File: src/rtl/sig_noise_mixer_pkg.sv
// Shared DSP constants: default sample width, saturation limits and the 48 kHz divider step.
package sig_noise_mixer_pkg;

    localparam int          DSP_SAMP_WIDTH     = 24;
    localparam logic [15:0] DSP_PHASE_STEP_48K = 16'd1042;

    // Largest positive two's-complement value of width w, zero-extended to 64 bits.
    function automatic logic [63:0] dsp_sat_max(input int w);
        return (64'd1 << (w - 1)) - 64'd1;
    endfunction

    // Most negative two's-complement value of width w, sign-extended to 64 bits.
    function automatic logic [63:0] dsp_sat_min(input int w);
        return ~dsp_sat_max(w);
    endfunction

    localparam logic [DSP_SAMP_WIDTH-1:0] DSP_SAT_MAX = DSP_SAMP_WIDTH'(dsp_sat_max(DSP_SAMP_WIDTH));
    localparam logic [DSP_SAMP_WIDTH-1:0] DSP_SAT_MIN = DSP_SAMP_WIDTH'(dsp_sat_min(DSP_SAMP_WIDTH));

endpackage

File: src/rtl/sig_noise_mixer_sync_fifo.sv
// Generic synchronous FIFO, power-of-two depth; a write while full is ignored unless a pop happens on the same edge.
// Head entry is visible combinationally; rd_data reads zero while empty so stale entries never leak out.
module sync_fifo #(
    parameter int DATA_WIDTH = 8,
    parameter int DEPTH      = 4
) (
    input  logic                  clk,
    input  logic                  rst,
    input  logic                  wr_en,
    input  logic [DATA_WIDTH-1:0] wr_data,
    input  logic                  rd_en,
    output logic [DATA_WIDTH-1:0] rd_data,
    output logic                  full,
    output logic                  empty
);
    localparam int             AW        = $clog2(DEPTH);
    localparam logic [AW:0]    DEPTH_CNT = (AW + 1)'(DEPTH);

    logic [DATA_WIDTH-1:0] mem [DEPTH];
    logic [AW-1:0]         wr_ptr;
    logic [AW-1:0]         rd_ptr;
    logic [AW:0]           cnt;
    logic                  do_wr;
    logic                  do_rd;

    assign empty   = (cnt == '0);
    assign full    = (cnt == DEPTH_CNT);
    assign do_rd   = rd_en && !empty;
    assign do_wr   = wr_en && (!full || do_rd);
    assign rd_data = empty ? '0 : mem[rd_ptr];

    always_ff @(posedge clk) begin
        if (do_wr) mem[wr_ptr] <= wr_data;
    end

    always_ff @(posedge clk or posedge rst) begin
        if (rst) begin
            wr_ptr <= '0;
            rd_ptr <= '0;
            cnt    <= '0;
        end else begin
            if (do_wr) wr_ptr <= wr_ptr + AW'(1);
            if (do_rd) rd_ptr <= rd_ptr + AW'(1);
            case ({do_wr, do_rd})
                2'b10:   cnt <= cnt + (AW + 1)'(1);
                2'b01:   cnt <= cnt - (AW + 1)'(1);
                default: cnt <= cnt;
            endcase
        end
    end

endmodule

File: src/rtl/sig_noise_mixer.sv
// Sample-rate divider, signal+attenuated-noise saturating mixer and output buffer.
// Capture on tick edge T, buffer write on T+1; a full buffer with no pop drops the new sample.
module sig_noise_mixer
    import sig_noise_mixer_pkg::*;
#(
    parameter int SAMP_WIDTH = DSP_SAMP_WIDTH,
    parameter int FIFO_DEPTH = 4
) (
    input  logic                  i_clk,
    input  logic                  i_rst,
    input  logic                  i_en,
    input  logic [15:0]           i_phase_step,
    input  logic [SAMP_WIDTH-1:0] i_sig,
    input  logic [SAMP_WIDTH-1:0] i_noise,
    input  logic [1:0]            i_noise_att,
    input  logic                  i_clr,
    output logic                  o_valid,
    input  logic                  i_ready,
    output logic [SAMP_WIDTH-1:0] o_sample,
    output logic                  o_tick,
    output logic                  o_sat,
    output logic [15:0]           o_drop_cnt
);
    localparam logic [SAMP_WIDTH-1:0] SAT_MAX = SAMP_WIDTH'(dsp_sat_max(SAMP_WIDTH));
    localparam logic [SAMP_WIDTH-1:0] SAT_MIN = SAMP_WIDTH'(dsp_sat_min(SAMP_WIDTH));

    logic [15:0]                  div_cnt;
    logic                         s1_vld;
    logic signed [SAMP_WIDTH-1:0] s1_sig;
    logic signed [SAMP_WIDTH-1:0] s1_noise;
    logic signed [SAMP_WIDTH-1:0] noise_shr;
    logic [SAMP_WIDTH:0]          sum_ext;
    logic                         sum_ovf;
    logic [SAMP_WIDTH-1:0]        mix_dat;
    logic                         fifo_full;
    logic                         fifo_empty;
    logic                         fifo_wr;
    logic                         fifo_rd;
    logic                         drop;

    // Count is allowed to run past a lowered terminal value; it wraps through 16'hFFFF.
    assign o_tick = i_en && !i_rst && (div_cnt == i_phase_step);

    always_ff @(posedge i_clk or posedge i_rst) begin
        if (i_rst)     div_cnt <= '0;
        else if (i_en) div_cnt <= o_tick ? 16'd0 : div_cnt + 16'd1;
    end

    always_ff @(posedge i_clk or posedge i_rst) begin
        if (i_rst) begin
            s1_vld   <= 1'b0;
            s1_sig   <= '0;
            s1_noise <= '0;
        end else begin
            s1_vld <= o_tick;
            if (o_tick) begin
                s1_sig   <= i_sig;
                s1_noise <= i_noise;
            end
        end
    end

    // Attenuation is taken live in stage 2, not captured with the sample.
    assign noise_shr = s1_noise >>> i_noise_att;
    assign sum_ext   = {s1_sig[SAMP_WIDTH-1], s1_sig} + {noise_shr[SAMP_WIDTH-1], noise_shr};
    assign sum_ovf   = sum_ext[SAMP_WIDTH] ^ sum_ext[SAMP_WIDTH-1];
    assign mix_dat   = !sum_ovf ? sum_ext[SAMP_WIDTH-1:0]
                                : (sum_ext[SAMP_WIDTH] ? SAT_MIN : SAT_MAX);

    assign o_valid = !fifo_empty;
    assign fifo_rd = o_valid && i_ready;
    assign fifo_wr = s1_vld && (!fifo_full || fifo_rd);
    assign drop    = s1_vld && fifo_full && !fifo_rd;

    always_ff @(posedge i_clk or posedge i_rst) begin
        if (i_rst) begin
            o_sat      <= 1'b0;
            o_drop_cnt <= '0;
        end else if (i_clr) begin
            o_sat      <= 1'b0;
            o_drop_cnt <= '0;
        end else begin
            if (s1_vld && sum_ovf) o_sat <= 1'b1;
            if (drop && (o_drop_cnt != 16'hFFFF)) o_drop_cnt <= o_drop_cnt + 16'd1;
        end
    end

    sync_fifo #(
        .DATA_WIDTH(SAMP_WIDTH),
        .DEPTH     (FIFO_DEPTH)
    ) u_out_fifo (
        .clk    (i_clk),
        .rst    (i_rst),
        .wr_en  (fifo_wr),
        .wr_data(mix_dat),
        .rd_en  (fifo_rd),
        .rd_data(o_sample),
        .full   (fifo_full),
        .empty  (fifo_empty)
    );

endmodule

File: config.mk
export PLATFORM = sky130hd
export DESIGN_NAME = sig_noise_mixer
export DESIGN_NICKNAME = d
export VERILOG_FILES = /design/src/rtl/sig_noise_mixer_pkg.sv /design/src/rtl/sig_noise_mixer_sync_fifo.sv /design/src/rtl/sig_noise_mixer.sv
export SDC_FILE = /design/constraint.sdc
export NUM_CORES = 1
export LEC_CHECK = 0
export ABC_AREA = 1
export BUFFER_PORTS_ARGS = -buffer_cell sky130_fd_sc_hd__buf_2
export CORE_ASPECT_RATIO = 0.5
export CORE_MARGIN = 1.5
export CORE_UTILIZATION = 40
export DETAILED_ROUTE_END_ITERATION = 12
export SYNTH_ARGS = -nofsm -noshare
export SYNTH_HDL_FRONTEND = slang
export SYNTH_SLANG_ARGS = --single-unit
File: constraint.sdc
create_clock -name i_clk -period 5.6 [get_ports i_clk]
set_clock_uncertainty 0.05 [all_clocks]
set_input_delay 0.56 -clock i_clk [delete_from_list [all_inputs] [get_ports i_clk]]
set_output_delay 0.56 -clock i_clk [all_outputs]
set_load 0.02 [all_outputs]
Yosys cells after proc, flatten, opt, wreduce, memory -nomap -nowiden --
Memories as Yosys holds them, arrays and structs flattened. Index checks and enable logic that the tools add are counted. W data, S select, Z words.
Operators by class: equal/unequal tests 5, muxes and demuxes 11, bitwise logic cells 1, reduce and logical (&&, ||, !) cells 20, shift-type cells 1, add/sub/neg operators 7
Operators with widths (number):
- $mux W24 | 3
- $mux W16 | 3
- $add A16 B1 Y16 const B | 2
- $add A24 B24 Y25 | 1
- $sshr A24 B2 Y24 | 1
- $eq A16 B16 Y1 | 1
- $ne A16 B16 Y1 const B | 1
- $logic_and A1 B1 Y1 | 10
- $pmux W3 S2 | 1
- $reduce_bool A2 Y1 | 3
- $add A2 B1 Y2 const B | 2
- $logic_not A1 Y1 | 4
- $mux W1 | 4
- $add A3 B1 Y3 const B | 1
- $eq A3 B3 Y1 const B | 1
- $logic_not A3 Y1 | 1
- $sub A3 B1 Y3 const B | 1
- $eq A2 B1 Y1 const B | 1
- $eq A2 B2 Y1 const B | 1
- $logic_or A1 B1 Y1 | 2
- $xor A1 B1 Y1 | 1
Word-level totals: memories 1, RAM bits 96, output and inout bits 43, word-level logic and storage cells 55, register bits after elaboration 89, input port bits 71
Memory list:
- u_out_fifo.mem | depth 4, width 24, rd ports 1, clocked after Yosys merged registers in 0, wr ports 1, line sig_noise_mixer_sync_fifo.sv:19 | logic [DATA_WIDTH-1:0] mem [DEPTH];

Depth between registers and ports, before layout --
depth in word-level cells 8, mapped depth 22

By module --
From an unflattened synthesis, not the netlist that was laid out.
Unflattened totals: cells, all modules 1261, area, all modules 10421.2 um2
Modules (own cells, without submodules):
- sig_noise_mixer | instances 1, area each 6203.4 um2, cells each 921, seq. area each 2052.0 um2
- sync_fifo | instances 1, area each 4217.8 um2, cells each 340, seq. area each 3057.9 um2

Worst setup path after synthesis --
Ideal clock, no wire load.
kind input to register, from in i_noise_att[0], to mem u_out_fifo.mem[0][16] (netlist bit) (data pin), slack 2.303 ns, stages 20, library setup time 0.268 ns, arrival time 2.980 ns, cell sequence clkbuf_1 > clkbuf_1 > o21ai_0 > o21ai_0 > ha_1 > inv_1 > fa_1 > inv_1 > nand2_1 > nand2_1 > nand3_1 > nand2_2 > nand2_2 > nand3_2 > nand2_1 > nand2_2 > nand2_4 > buf_6 > nand2_1 > nand2_1
On the way: cells in the longest elaborated chain, start to end 4, elaborated cells between the ends (all ways) 5, classes of those cells add/sub (1); shift (1); mux (2); bitwise (1)
Ends and longest elaborated chain:
- from (decl) | line sig_noise_mixer.sv:15 | input logic [1:0] i_noise_att,
- $sshr A24 B2 Y24 (*) | line sig_noise_mixer.sv:64 | assign noise_shr = s1_noise >>> i_noise_att;
- $add A24 B24 Y25 (*) | line sig_noise_mixer.sv:65 | assign sum_ext = {s1_sig[SAMP_WIDTH-1], s1_sig} + {noise_shr[SAMP_WIDTH-1], noise_shr};
- $mux W24 or $xor A1 B1 Y1 (tied branches) | line sig_noise_mixer.sv:68, sig_noise_mixer.sv:66
- $mux W24 (*) | line sig_noise_mixer.sv:67 | assign mix_dat = !sum_ovf ? sum_ext[SAMP_WIDTH-1:0]
- named net mix_dat[16] | line sig_noise_mixer.sv:34 | logic [SAMP_WIDTH-1:0] mix_dat;
- to (decl) | line sig_noise_mixer_sync_fifo.sv:19
Mark *: on every way through the listed nets, which the timed path passes. The rest lies on a longest branch.

Final worst setup path --
from in i_noise_att[1], to mem u_out_fifo.mem[2][1] (netlist bit) (data pin)
Same word-level chain as after synthesis.

==> summary.txt <==
status = complete, no violations
Power Density = 338.3 mW/mm^2
synth-to-layout area growth = 14.09%
TNS Setup = 0 ns
yosys warns = 0
syn_nets = 1375
Core Rows = 41
Initial DRC Count = 611
Least-Margin Pin Slew = 0.9979 ns
flops & latches, synth = 185
total global routing overflow = 0
Cell Area, Synth = 0.01028 mm^2
Hold Vio Cnt, Final = 0
Post-synth ARST share = 0.4811
sequential cell area fraction in the yosys report = 0.4969
Pleak = 5.417 nW
Critical Path End Type = register
relative slew slack = 0.3338
post-cts resize count = 0
placed cell count = 1691
starting density of the core = 0.4074
Syn Inst Count = 1271
Max Clk Rate = 277.6 MHz
Routed WL = 26050 um
# diodes = 0
Die X = 229.8 um
fin worst setup slack = 1.998 ns
CP Data Arrival Time = 3.75 ns
fin crit period = 3.602 ns
maximum clock path buffer count = 2
vias in the first global route = 8030
post-synth cell types = 40
global route hottest layer = met2
CP max FO = 24
Main synth FF type = edfxtp_1
number of flops mapped to enable cells by yosys = 96
GR Layer Usage met3 = 0.04297
Syn Area/Cell = 8.091 um^2
Worst EP required = 5.75 ns
Initial DRT Pass Iterations = 5
Hold Crit Class = in2async
routed len/inst = 15.12 um
Final #Nets = 1470
H-tree level count = 4
largest net degree at the start of global routing = 70
root buffer cell = clkbuf_16
overall die height = 116.4 um
post-placement cell area = 0.01115 mm^2
total clock buffers created by CTS = 17
met1 Usage GRT = 0.2750
Slew Viols, Final = 0
post-route insts no fill = 1723
IO Pins = 114
Via Count = 8529
Clk pin slew, worst setup/hold paths = 0.08 ns
crit start category = primary input
Residual DRC = 0
DP HPWL = 18850 um
first-pass GRT wire length = 41270 um
pre-CTS setup slack = 1.579 ns
die area = 0.02674 mm^2
clock tree sinks = 185
Setup Fix Bufs, Post-CTS = 0
M2 GR Usage = 0.3184
post-route cell area = 0.01173 mm^2
max-cap violations = 0
fin crit share = 0.6433
CTS hold repair buffers = 0
Via-to-Cell Ratio = 4.950
initial antenna violation count = 0
Core Area = 0.02524 mm^2
PortBufs = 113
Setup CP Type = in2reg
proportion of layout cells with a drive suffix above 1 = 0.1356
Routed Antenna Nets = 0
clk_lat worst skew = 0.44 ns
routability cong. = 0.8746
unrepaired setup endpoints after global routing = no
final-report setup violation count = 0
Max rail drop VDD = 0.1642 mV
overall routing resource usage = 0.1984
CTS tree = done
sequential cells by signal, summed over array words and instances, names as in the netlist:
| register | cells |
|---|---|
| o_drop_cnt | 16 |
| s1_vld | 1 |
| div_cnt | 16 |
| s1_noise | 24 |
| s1_sig | 24 |
| u_out_fifo.rd_ptr | 2 |
| u_out_fifo.wr_ptr | 2 |
| u_out_fifo.mem | 96 |
| o_sat | 1 |
| u_out_fifo.cnt | 3 |
worst paths after layout:
path                       cells past startpoint                              to                     startpoint  slack [ns]
setup reg to reg                              18  u_out_fifo.mem[2][1]$_DFFE_PP_        s1_noise[3]$_DFFE_PP0P_        2.25
min in group i_clk                             3           s1_sig[8]$_DFFE_PP0P_                       i_sig[8]        0.26
hold / removal                                 2      o_drop_cnt[13]$_DFFE_PP0P_                          i_rst        0.14
setup / recovery                              18  u_out_fifo.mem[2][1]$_DFFE_PP_                 i_noise_att[1]        2.00
max in group asynchronous                      3         s1_noise[1]$_DFFE_PP0P_                          i_rst        4.18
hold reg to reg                                1   u_out_fifo.cnt[0]$_DFFE_PP0P_  u_out_fifo.cnt[0]$_DFFE_PP0P_        0.43
synth_stat cells (all sizes together), types with 2 or more instances:
library cell | instances | share of area
fa | 2 | 0.0039
nor3 | 21 | 0.012
o21bai | 3 | 0.0022
edfxtp | 96 | 0.28
clkbuf | 31 | 0.011
a31oi | 6 | 0.0037
xor2 | 24 | 0.020
a21oi | 61 | 0.030
nand4 | 22 | 0.013
nand3 | 40 | 0.020
dfrtp | 89 | 0.22
nor3b | 2 | 0.0015
and2 | 2 | 0.0012
nor2 | 187 | 0.069
ha | 31 | 0.038
clkinv | 2 | 0.00073
xnor2 | 16 | 0.014
nand2 | 341 | 0.13
inv | 124 | 0.045
nor4 | 7 | 0.0043
buf | 13 | 0.0084
o21ai | 141 | 0.069
or2 | 4 | 0.0024
critical path, cell delays in order:
cell      delay (ns)
buf_2           0.21
inv_1           0.41
o211ai_1        0.15
o21ai_0         0.12
ha_1            0.25
inv_1           0.07
fa_1            0.43
inv_1           0.11
nand2_1         0.07
nand2_1         0.08
nand3_1         0.08
nand2_2         0.12
nand2_2         0.09
nand4_1         0.09
nand2_1         0.07
nand2_2         0.33
nand2_4         0.12
o21ai_0         0.37
metal layers:
layer	share of wire	wire length [um]
met5	0	0
met4	0.015	381
met3	0.046	1211
met2	0.44	11590
met1	0.49	12860
final cells by class:
class,count,area [um^2]
clock inverters,13,126.4
repair buffers,120,618.1
well taps,344,430.4
flip-flops and latches,185,5110
fillers,2494,13510
inverters,126,474.2
multi-input cells,916,4521
clock buffers,19,452.9
cells in the final DEF (no fill, tap or decap), types with 3 or more instances in the layout:
cell         n
clkbuf_16   17
nor2_1     180
o21ai_0    139
nor3_1      18
buf_2      113
buf_4        7
inv_1      118
inv_2        5
edfxtp_1    96
dfrtp_1     89
inv_8        5
a21oi_1     60
nand2_2     12
nand4_1     22
nand3_1     38
nor2_2       5
xor2_1      24
nor3_2       3
o21bai_1     3
nor4_1       7
xnor2_1     16
nand2_1    327
a31oi_1      6
ha_1        31
kinds of logic after synthesis:
group / after synthesis / synth area share
and+or+nand+nor: 629 / 0.2547
AOI/OAI and AO/OA: 213 / 0.1061
buffers and inverters: 170 / 0.06570
xor gates and xnor gates: 40 / 0.03407
muxes: 1 / 0.0009734
adders and majority gates: 33 / 0.04161
DFF: 185 / 0.4969
power breakdown:
group / leakage, nW / internal [mW] / total, mW / switching, mW
Combinational: 3.18 / 0.390 / 1.25 / 0.857
Clock: 0.287 / 0.614 / 1.18 / 0.568
Sequential: 1.95 / 1.49 / 1.54 / 0.0506
stage by stage:
| step | utilization | total power, mW | hold slack [ns] |
|---|---|---|---|
| after floorplan | - | 2.415 | 0.3965 |
| after CTS | 0.4649 | 4.012 | 0.1428 |
| after global placement | 0.4419 | 2.806 | 0.4129 |
| after global routing | 0.4649 | 4.197 | 0.1644 |
| after detailed placement | 0.4419 | 2.826 | 0.4219 |
| final | 0.4649 | 3.969 | 0.1410 |
(Power assumes the default switching activity.)
